`config.mk`:
```
export PLATFORM = sky130hd
export DESIGN_NAME = bcd_to_binary_flat
export DESIGN_NICKNAME = d
export VERILOG_FILES = /design/src/rtl/bcd_to_binary_if.sv /design/src/rtl/bcd_to_binary.sv /design/src/flat_wrapper.sv
export SDC_FILE = /design/constraint.sdc
export NUM_CORES = 1
export LEC_CHECK = 0
export ABC_CLOCK_PERIOD_IN_PS = 3800
export CORE_MARGIN = 1.5
export CORE_UTILIZATION = 45
export CTS_CLUSTER_SIZE = 40
export DETAILED_ROUTE_END_ITERATION = 7
export PLACE_DENSITY = 0.69
export SLEW_MARGIN = 20
export SYNTH_ARGS = -nofsm -noshare
export SYNTH_HDL_FRONTEND = slang
export SYNTH_SLANG_ARGS = --single-unit
```
`constraint.sdc`:
```
create_clock -name Clock -period 3.8 [get_ports Clock]
set_clock_uncertainty 0.2 [all_clocks]
set_input_delay 1.14 -clock Clock [delete_from_list [all_inputs] [get_ports Clock]]
set_output_delay 1.14 -clock Clock [all_outputs]
set_load 0.02 [all_outputs]
```
`src/rtl/bcd_to_binary_if.sv`:
```
// Handshake bundle for the BCD-to-binary decoder: start/bcd_in in, busy/done/result out.
interface bcd_to_binary_if #(
   parameter int unsigned NDIGITS = 3,
   parameter int unsigned BIN_W   = 10
);
   logic                   start;
   logic [4*NDIGITS-1:0]   bcd_in;
   logic                   busy;
   logic                   done;
   logic [BIN_W-1:0]       bin_out;
   logic                   error;

   modport master (
      output start, bcd_in,
      input  busy, done, bin_out, error
   );

   modport slave (
      input  start, bcd_in,
      output busy, done, bin_out, error
   );
endinterface

```
`src/rtl/bcd_to_binary.sv`:
```
// Sequential packed-BCD to binary decoder, one digit per clock, most significant digit first.
// Fixed latency of NDIGITS+1 edges from start to done; any digit above 9 forces result 0.
module bcd_to_binary #(
   parameter int unsigned NDIGITS = 3,
   parameter int unsigned BIN_W   = 10
) (
   input  logic            Clock,
   input  logic            Clear,
   bcd_to_binary_if.slave  bus
);
   localparam int unsigned IdxW = (NDIGITS > 1) ? $clog2(NDIGITS) : 1;

   typedef enum logic {StIdle, StConvert} state_e;

   state_e               state_q, state_d;
   logic [4*NDIGITS-1:0] cap_q, cap_d;
   logic [BIN_W-1:0]     acc_q, acc_d;
   logic                 err_acc_q, err_acc_d;
   logic [IdxW-1:0]      idx_q, idx_d;
   logic                 done_q, done_d;
   logic [BIN_W-1:0]     bin_q, bin_d;
   logic                 error_q, error_d;

   logic [3:0]           digit;
   logic                 digit_bad;
   logic [BIN_W-1:0]     acc_next;

   always_comb begin
      digit = 4'd0;
      for (int i = 0; i < NDIGITS; i++) begin
         if (idx_q == IdxW'(i)) digit = cap_q[4*i +: 4];
      end
   end

   // acc*10 as two shifts; truncation to BIN_W is harmless when BIN_W fits 10^NDIGITS-1
   assign digit_bad = (digit > 4'd9);
   assign acc_next  = (acc_q << 3) + (acc_q << 1) + BIN_W'(digit);

   always_comb begin
      state_d   = state_q;
      cap_d     = cap_q;
      acc_d     = acc_q;
      err_acc_d = err_acc_q;
      idx_d     = idx_q;
      done_d    = 1'b0;
      bin_d     = bin_q;
      error_d   = error_q;

      unique case (state_q)
         StIdle: begin
            if (bus.start) begin
               cap_d     = bus.bcd_in;
               acc_d     = '0;
               err_acc_d = 1'b0;
               idx_d     = IdxW'(NDIGITS - 1);
               state_d   = StConvert;
            end
         end
         StConvert: begin
            acc_d     = acc_next;
            err_acc_d = err_acc_q | digit_bad;
            idx_d     = idx_q - IdxW'(1);
            if (idx_q == '0) begin
               state_d = StIdle;
               done_d  = 1'b1;
               error_d = err_acc_q | digit_bad;
               bin_d   = (err_acc_q | digit_bad) ? '0 : acc_next;
            end
         end
         default: state_d = StIdle;
      endcase
   end

   always_ff @(posedge Clock) begin
      if (Clear) begin
         state_q   <= StIdle;
         cap_q     <= '0;
         acc_q     <= '0;
         err_acc_q <= 1'b0;
         idx_q     <= '0;
         done_q    <= 1'b0;
         bin_q     <= '0;
         error_q   <= 1'b0;
      end else begin
         state_q   <= state_d;
         cap_q     <= cap_d;
         acc_q     <= acc_d;
         err_acc_q <= err_acc_d;
         idx_q     <= idx_d;
         done_q    <= done_d;
         bin_q     <= bin_d;
         error_q   <= error_d;
      end
   end

   assign bus.busy    = (state_q == StConvert);
   assign bus.done    = done_q;
   assign bus.bin_out = bin_q;
   assign bus.error   = error_q;
endmodule

```
`src/flat_wrapper.sv`:
```
// flat-port wrapper written by rule: the top's interface ports become plain ports
module bcd_to_binary_flat 
#(
   parameter int unsigned NDIGITS = 3,
   parameter int unsigned BIN_W   = 10
)
  (Clock, Clear, bus_start, bus_bcd_in, bus_busy, bus_done, bus_bin_out, bus_error);
  bcd_to_binary_if #(.NDIGITS(NDIGITS), .BIN_W(BIN_W)) bus_i ();
  input  logic Clock;
  input  logic Clear;
  input wire logic [$bits(bus_i.start)-1:0] bus_start;
  input wire logic [$bits(bus_i.bcd_in)-1:0] bus_bcd_in;
  output wire logic [$bits(bus_i.busy)-1:0] bus_busy;
  output wire logic [$bits(bus_i.done)-1:0] bus_done;
  output wire logic [$bits(bus_i.bin_out)-1:0] bus_bin_out;
  output wire logic [$bits(bus_i.error)-1:0] bus_error;
  assign bus_i.start = bus_start;
  assign bus_i.bcd_in = bus_bcd_in;
  assign bus_busy = bus_i.busy;
  assign bus_done = bus_i.done;
  assign bus_bin_out = bus_i.bin_out;
  assign bus_error = bus_i.error;
  bcd_to_binary #(.NDIGITS(NDIGITS), .BIN_W(BIN_W)) u_core (.Clock(Clock), .Clear(Clear), .bus(bus_i));
endmodule
```
; ---- Word level (Yosys, flattened, before mapping)
; Index checks and enable logic that the tools add are counted.
[op_classes]
n_addsub = 3
magnitude_cmp = 1
eq_ne = 3
muxes = 14
bitwise = 2
n_reduce_logical = 4
[op_table]
columns = op, n
row1 = one-hot mux 9 bit (2 select lines), 1
row2 = 2-to-1 mux 4 bit, 3
row3 = adder 10 bit, 1
row4 = adder 10 x 4 -> 10 bit, 1
row5 = 2-to-1 mux 10 bit, 1
row6 = 2-to-1 mux 9 bit, 1
row7 = > comparator 4 bit (second input constant), 1
row8 = 2-to-1 mux 1 bit, 4
row9 = one-hot mux 1 bit (2 select lines), 2
row10 = one-hot mux 2 bit (2 select lines), 1
row11 = AND reduction 2 bit, 2
row12 = equality test 2 x 1 -> 1 bit (second input constant), 1
row13 = equality test 2 bit (second input constant), 1
row14 = zero test 2 bit, 1
row15 = 2-to-1 mux 2 bit, 1
row16 = != test 2 bit (second input constant), 1
row17 = OR reduction 2 bit, 1
row18 = subtractor 2 x 1 -> 2 bit (second input constant), 1
row19 = inverter 1 bit, 1
row20 = bitwise OR 1 bit, 1
[totals]
regBits = 37
out_inout_bits = 13
word_cells = 35

; ---- Logic depth before layout (Yosys ltp)
[depth]
word_depth = 7
mapped_depth = 13
ltp_nobuf = 12

; ---- Worst setup path after synthesis
; OpenSTA, ideal clock, no wires.
[synth_timing]
path_kind = reg-to-reg
start = reg u_core.idx_q[1]
end = reg u_core.acc_q[8]
arrival_ns = 2.857
path_slack_ns = 0.628
stages_incl_launch_ff = 12
n_path_buf = 0
synth_period_minus_slack_ns = 3.172
cell_sequence = dfxtp_1 inv_1 ha_1 nand3b_1 a31oi_1 fa_1 fa_1 a21o_1 a221o_1 a21oi_1 xnor2_1 a31o_1
[synth_between]
elab_chain_len = 6
word_cells_on_any_way = 8
cone_classes = add/sub: 1 / eq/ne: 2 / mux: 4 / reduce/logical: 1
[synth_lines]
columns = item, line_no
row1 = from (decl), bcd_to_binary.sv:19  ; logic [IdxW-1:0] idx_q, idx_d;
row2 = from (signal assigned), bcd_to_binary.sv:89  ; idx_q <= idx_d;
row3 = zero test 2 bit, bcd_to_binary.sv:31  ; if (idx_q == IdxW'(i)) digit = cap_q[4*i +: 4];
row4 = 2-to-1 mux 4 bit (2 in a row), bcd_to_binary.sv:31
row5 = 2-to-1 mux 4 bit (*), bcd_to_binary.sv:31
row6 = adder 10 x 4 -> 10 bit (*), bcd_to_binary.sv:37  ; assign acc_next = (acc_q << 3) + (acc_q << 1) + BIN_W'(digit);
row7 = one-hot mux 9 bit (2 select lines) (*), bcd_to_binary.sv:49  ; unique case (state_q)
row8 = to (signal assigned), bcd_to_binary.sv:78  ; acc_q <= '0;
row9 = to (signal assigned), bcd_to_binary.sv:87  ; acc_q <= acc_d;
row10 = to (decl), bcd_to_binary.sv:17  ; logic [BIN_W-1:0] acc_q, acc_d;
; Mark *: on every way between the ends. The rest lies on a longest branch, timed or not.
; A chain may end at the register's enable or synchronous reset.

; ---- Worst setup path after layout
; Ends and elaborated chain as after synthesis.

==> flow_summary.ini <==
[run_status]
status = finished clean

[yosys]
synth_edf_count = 0
synth_cells = 198
synth_warnings = 0
seq_area_frac_synth_pct = 41.1
synth.cell_area_mm2 = 0.00180
ys.flop_type = dfxtp_1
synthesis.nets = 232
avgSynthCellArea_um2 = 9.11
ys_types = 33
async_flop_share_pct = 0
ys_ff_latch = 37

[critical_path]
crit_family = adder cells
endpoint_kind = register
crit_start = u_core.idx_q[1]$_SDFFE_PP0P_
r2r_start = u_core.idx_q[1]$_SDFFE_PP0P_
path_buf_inv = 1
path_cells = inv_1 > ha_1 > nand3b_1 > a31oi_1 > fa_1 > fa_1 > a21o_1 > a221o_1 > a21oi_1 > xnor2_1 > a31o_1
path_max_fanout = 8
crit_path_start_kind = register
critPathMaxStageDelay_ns = 0.52
cpMaxStageDelayCell = fa_1
cpMostUsedCell = fa_1
arrival_ns = 3.43
cp.required_ns = 3.78
critPathKind = reg -> reg

[cells_and_area]
drive_above_1_share_pct = 5.75
fillers = 370
finalNetCount = 259
area_growth_pct = 22.2
final_cell_mix = dfxtp_1, a21oi_1, nand2_1, clkdlybuf4s50_1, ha_1
final_common_cell = dfxtp_1
n_antenna_cell = 0

[floorplan]
num_io_pins = 28
coreArea_mm2 = 0.00374
fp.dieH_um = 66.3
rows = 22
die_area_mm2 = 0.00440
initial_core_util_pct = 48.2
fp.dieW_um = 66.3

[global_routing]
grt_pass1_wl_um = 6600
grt_max_degree = 32
grtUsageTotal_pct = 20.1
grt_overflow_total = 0
grt_pass1_vias = 1542
antenna_found_initial = 0

[worst_hold_path]
min_path_type = reg -> reg
hp-start = u_core.cap_q[6]$_SDFFE_PP0P_

[clocking]
post-cts-setup-buffers = 0
numCtsBuffers = 5
cts_hold_buffers = 0
insertion_delay_ns = 0.29
clk_pin_slew_worst_paths_ns = 0.07
clock_sinks = 37
postCtsResizedCells = 0
htreeDepth = 2
cts_tree = yes
cts_root_buf = clkbuf_8
cts_max_path_buffers = 2

[sta]
setup_viol_count_final = 0
fin_crit_ns = 3.44
clock.fmax_mhz = 290
timing.setup.tns_ns = 0
hold_viol_final = 0
slew_violations = 0
rsz0062_at_grt = false
setup_ws_ns = 0.358
post-route-period-util_pct = 90.6
worstMarginPinSlew_ns = 0.626
fin_hold_ws_ns = 0.267
slew-limit-headroom_pct = 58.0

[placed_design]
place_congestion = 0.845
hpwl_um = 2930
io_buffers = 27
post-place-ws_ns = 0.410

[route]
drt_first_pass_iters = 4
ant_nets = 0
wl_um = 3930
drc = 0
drt_iter0_markers = 47
wire_per_inst_um = 14.3
vias = 1504
vias_per_cell = 5.49

[power_and_ir_drop]
leakage_nw = 0.929
combPwrFrac_pct = 18.6
vdd_ir_drop_max_mv = 0.254
p_int_mw = 0.602
p_seq_share_pct = 49.9
power.density_mw_per_mm2 = 381
p_switching_mw = 0.238
swShare_pct = 28.3
power_frac_clock_pct = 31.5

[run]
drv_cap = 0
[power groups by stage]
stage          clock, mW  combinational (mW)  sequential, mW
2_1_floorplan          0              0.0953           0.431
3_3_place_gp           0               0.147           0.427
3_5_place_dp           0               0.156           0.428
4_1_cts            0.271               0.156           0.419
5_1_grt            0.288               0.173           0.421
6_report           0.264               0.156           0.419
[cells by family (layout without fill, tap and decap cells)]
group | Yosys count | after routing | synth area share [%]
adder cells (fa/ha/maj) | 19 | 19 | 14.0
buffers and inverters | 16 | 44 | 3.40
flip-flops | 37 | 37 | 41.1
XOR/XNOR | 8 | 8 | 3.89
AND/OR/NAND/NOR | 60 | 60 | 17.1
AO/OA/AOI/OAI | 58 | 58 | 20.5
[final cells by class]
| class | instances | area (um^2) | area share (%) |
|---|---|---|---|
| well taps | 48 | 60.1 | 2.73 |
| inverters | 5 | 18.8 | 0.852 |
| clock inverters | 2 | 10.0 | 0.454 |
| multi-input cells | 145 | 1000 | 45.4 |
| clock buffers | 6 | 72.6 | 3.29 |
| repair buffers | 31 | 300 | 13.6 |
| flip-flops and latches | 37 | 741 | 33.6 |
[worst register-to-register path, delay by kind of cell (launching register included)]
family	cells	cell delay (ns)
AO/OA/AOI/OAI	5	1.17
XOR/XNOR	1	0.11
adder cells (fa/ha/maj)	3	1.26
buffers and inverters	1	0.07
flip-flops	1	0.36
AND/OR/NAND/NOR	1	0.18
[state kept, by name (all words and copies together) (netlist names)]
name and count:
u_core.bus.error 1, u_core.bus.busy 1, u_core.acc_q 9, u_core.cap_q 12
u_core.idx_q 2, u_core.bus.done 1, u_core.err_acc_q 1, u_core.bus.bin_out 10
[per-layer routing]
layer	vias up	GRT usage [%]	routed length (um)
met5	-	0	0
met1	714	21.7	1710
met3	10	5.28	135
li1	749	-	-
met2	31	35.6	1980
met4	0	10.2	104
[final timing paths]
path | endpoint | slack [ns] | cells after the start
setup reg to reg | u_core.acc_q[8]$_SDFFE_PP0P_ | 0.36 | 11
setup / recovery | u_core.acc_q[8]$_SDFFE_PP0P_ | 0.36 | 11
hold reg to reg | u_core.cap_q[6]$_SDFFE_PP0P_ | 0.27 | 2
hold / removal | u_core.cap_q[6]$_SDFFE_PP0P_ | 0.27 | 2
[cells in the mapped netlist (2+ instances only)]
master | instances | area (um^2)
o21ai_0 | 3 | 15.0
o21a_1 | 2 | 15.0
dfxtp_1 | 37 | 741
nor3b_1 | 8 | 60.1
a21o_1 | 2 | 15.0
ha_1 | 17 | 213
xor2_1 | 2 | 17.5
nor2_1 | 12 | 45.0
nand3b_1 | 3 | 22.5
a2bb2oi_1 | 2 | 17.5
a22o_1 | 10 | 87.6
nand2b_1 | 2 | 12.5
a21oi_1 | 31 | 155
clkbuf_1 | 8 | 30.0
nand2_1 | 27 | 101
inv_1 | 5 | 18.8
xnor2_1 | 6 | 52.6
buf_1 | 2 | 7.51
nor3_1 | 3 | 15.0
fa_1 | 2 | 40.0
a211oi_1 | 2 | 15.0
[per-stage QoR]
stage	instance area, um^2	instances	util [%]	power [mW]
2_1_floorplan	1800	198	-	0.527
3_3_place_gp	2120	266	56.7	0.575
4_1_cts	2200	274	58.9	0.846
6_report	2200	274	58.9	0.839
3_5_place_dp	2120	266	56.7	0.584
5_1_grt	2200	274	58.9	0.882
Note: power is estimated with default switching activity, not from simulation.
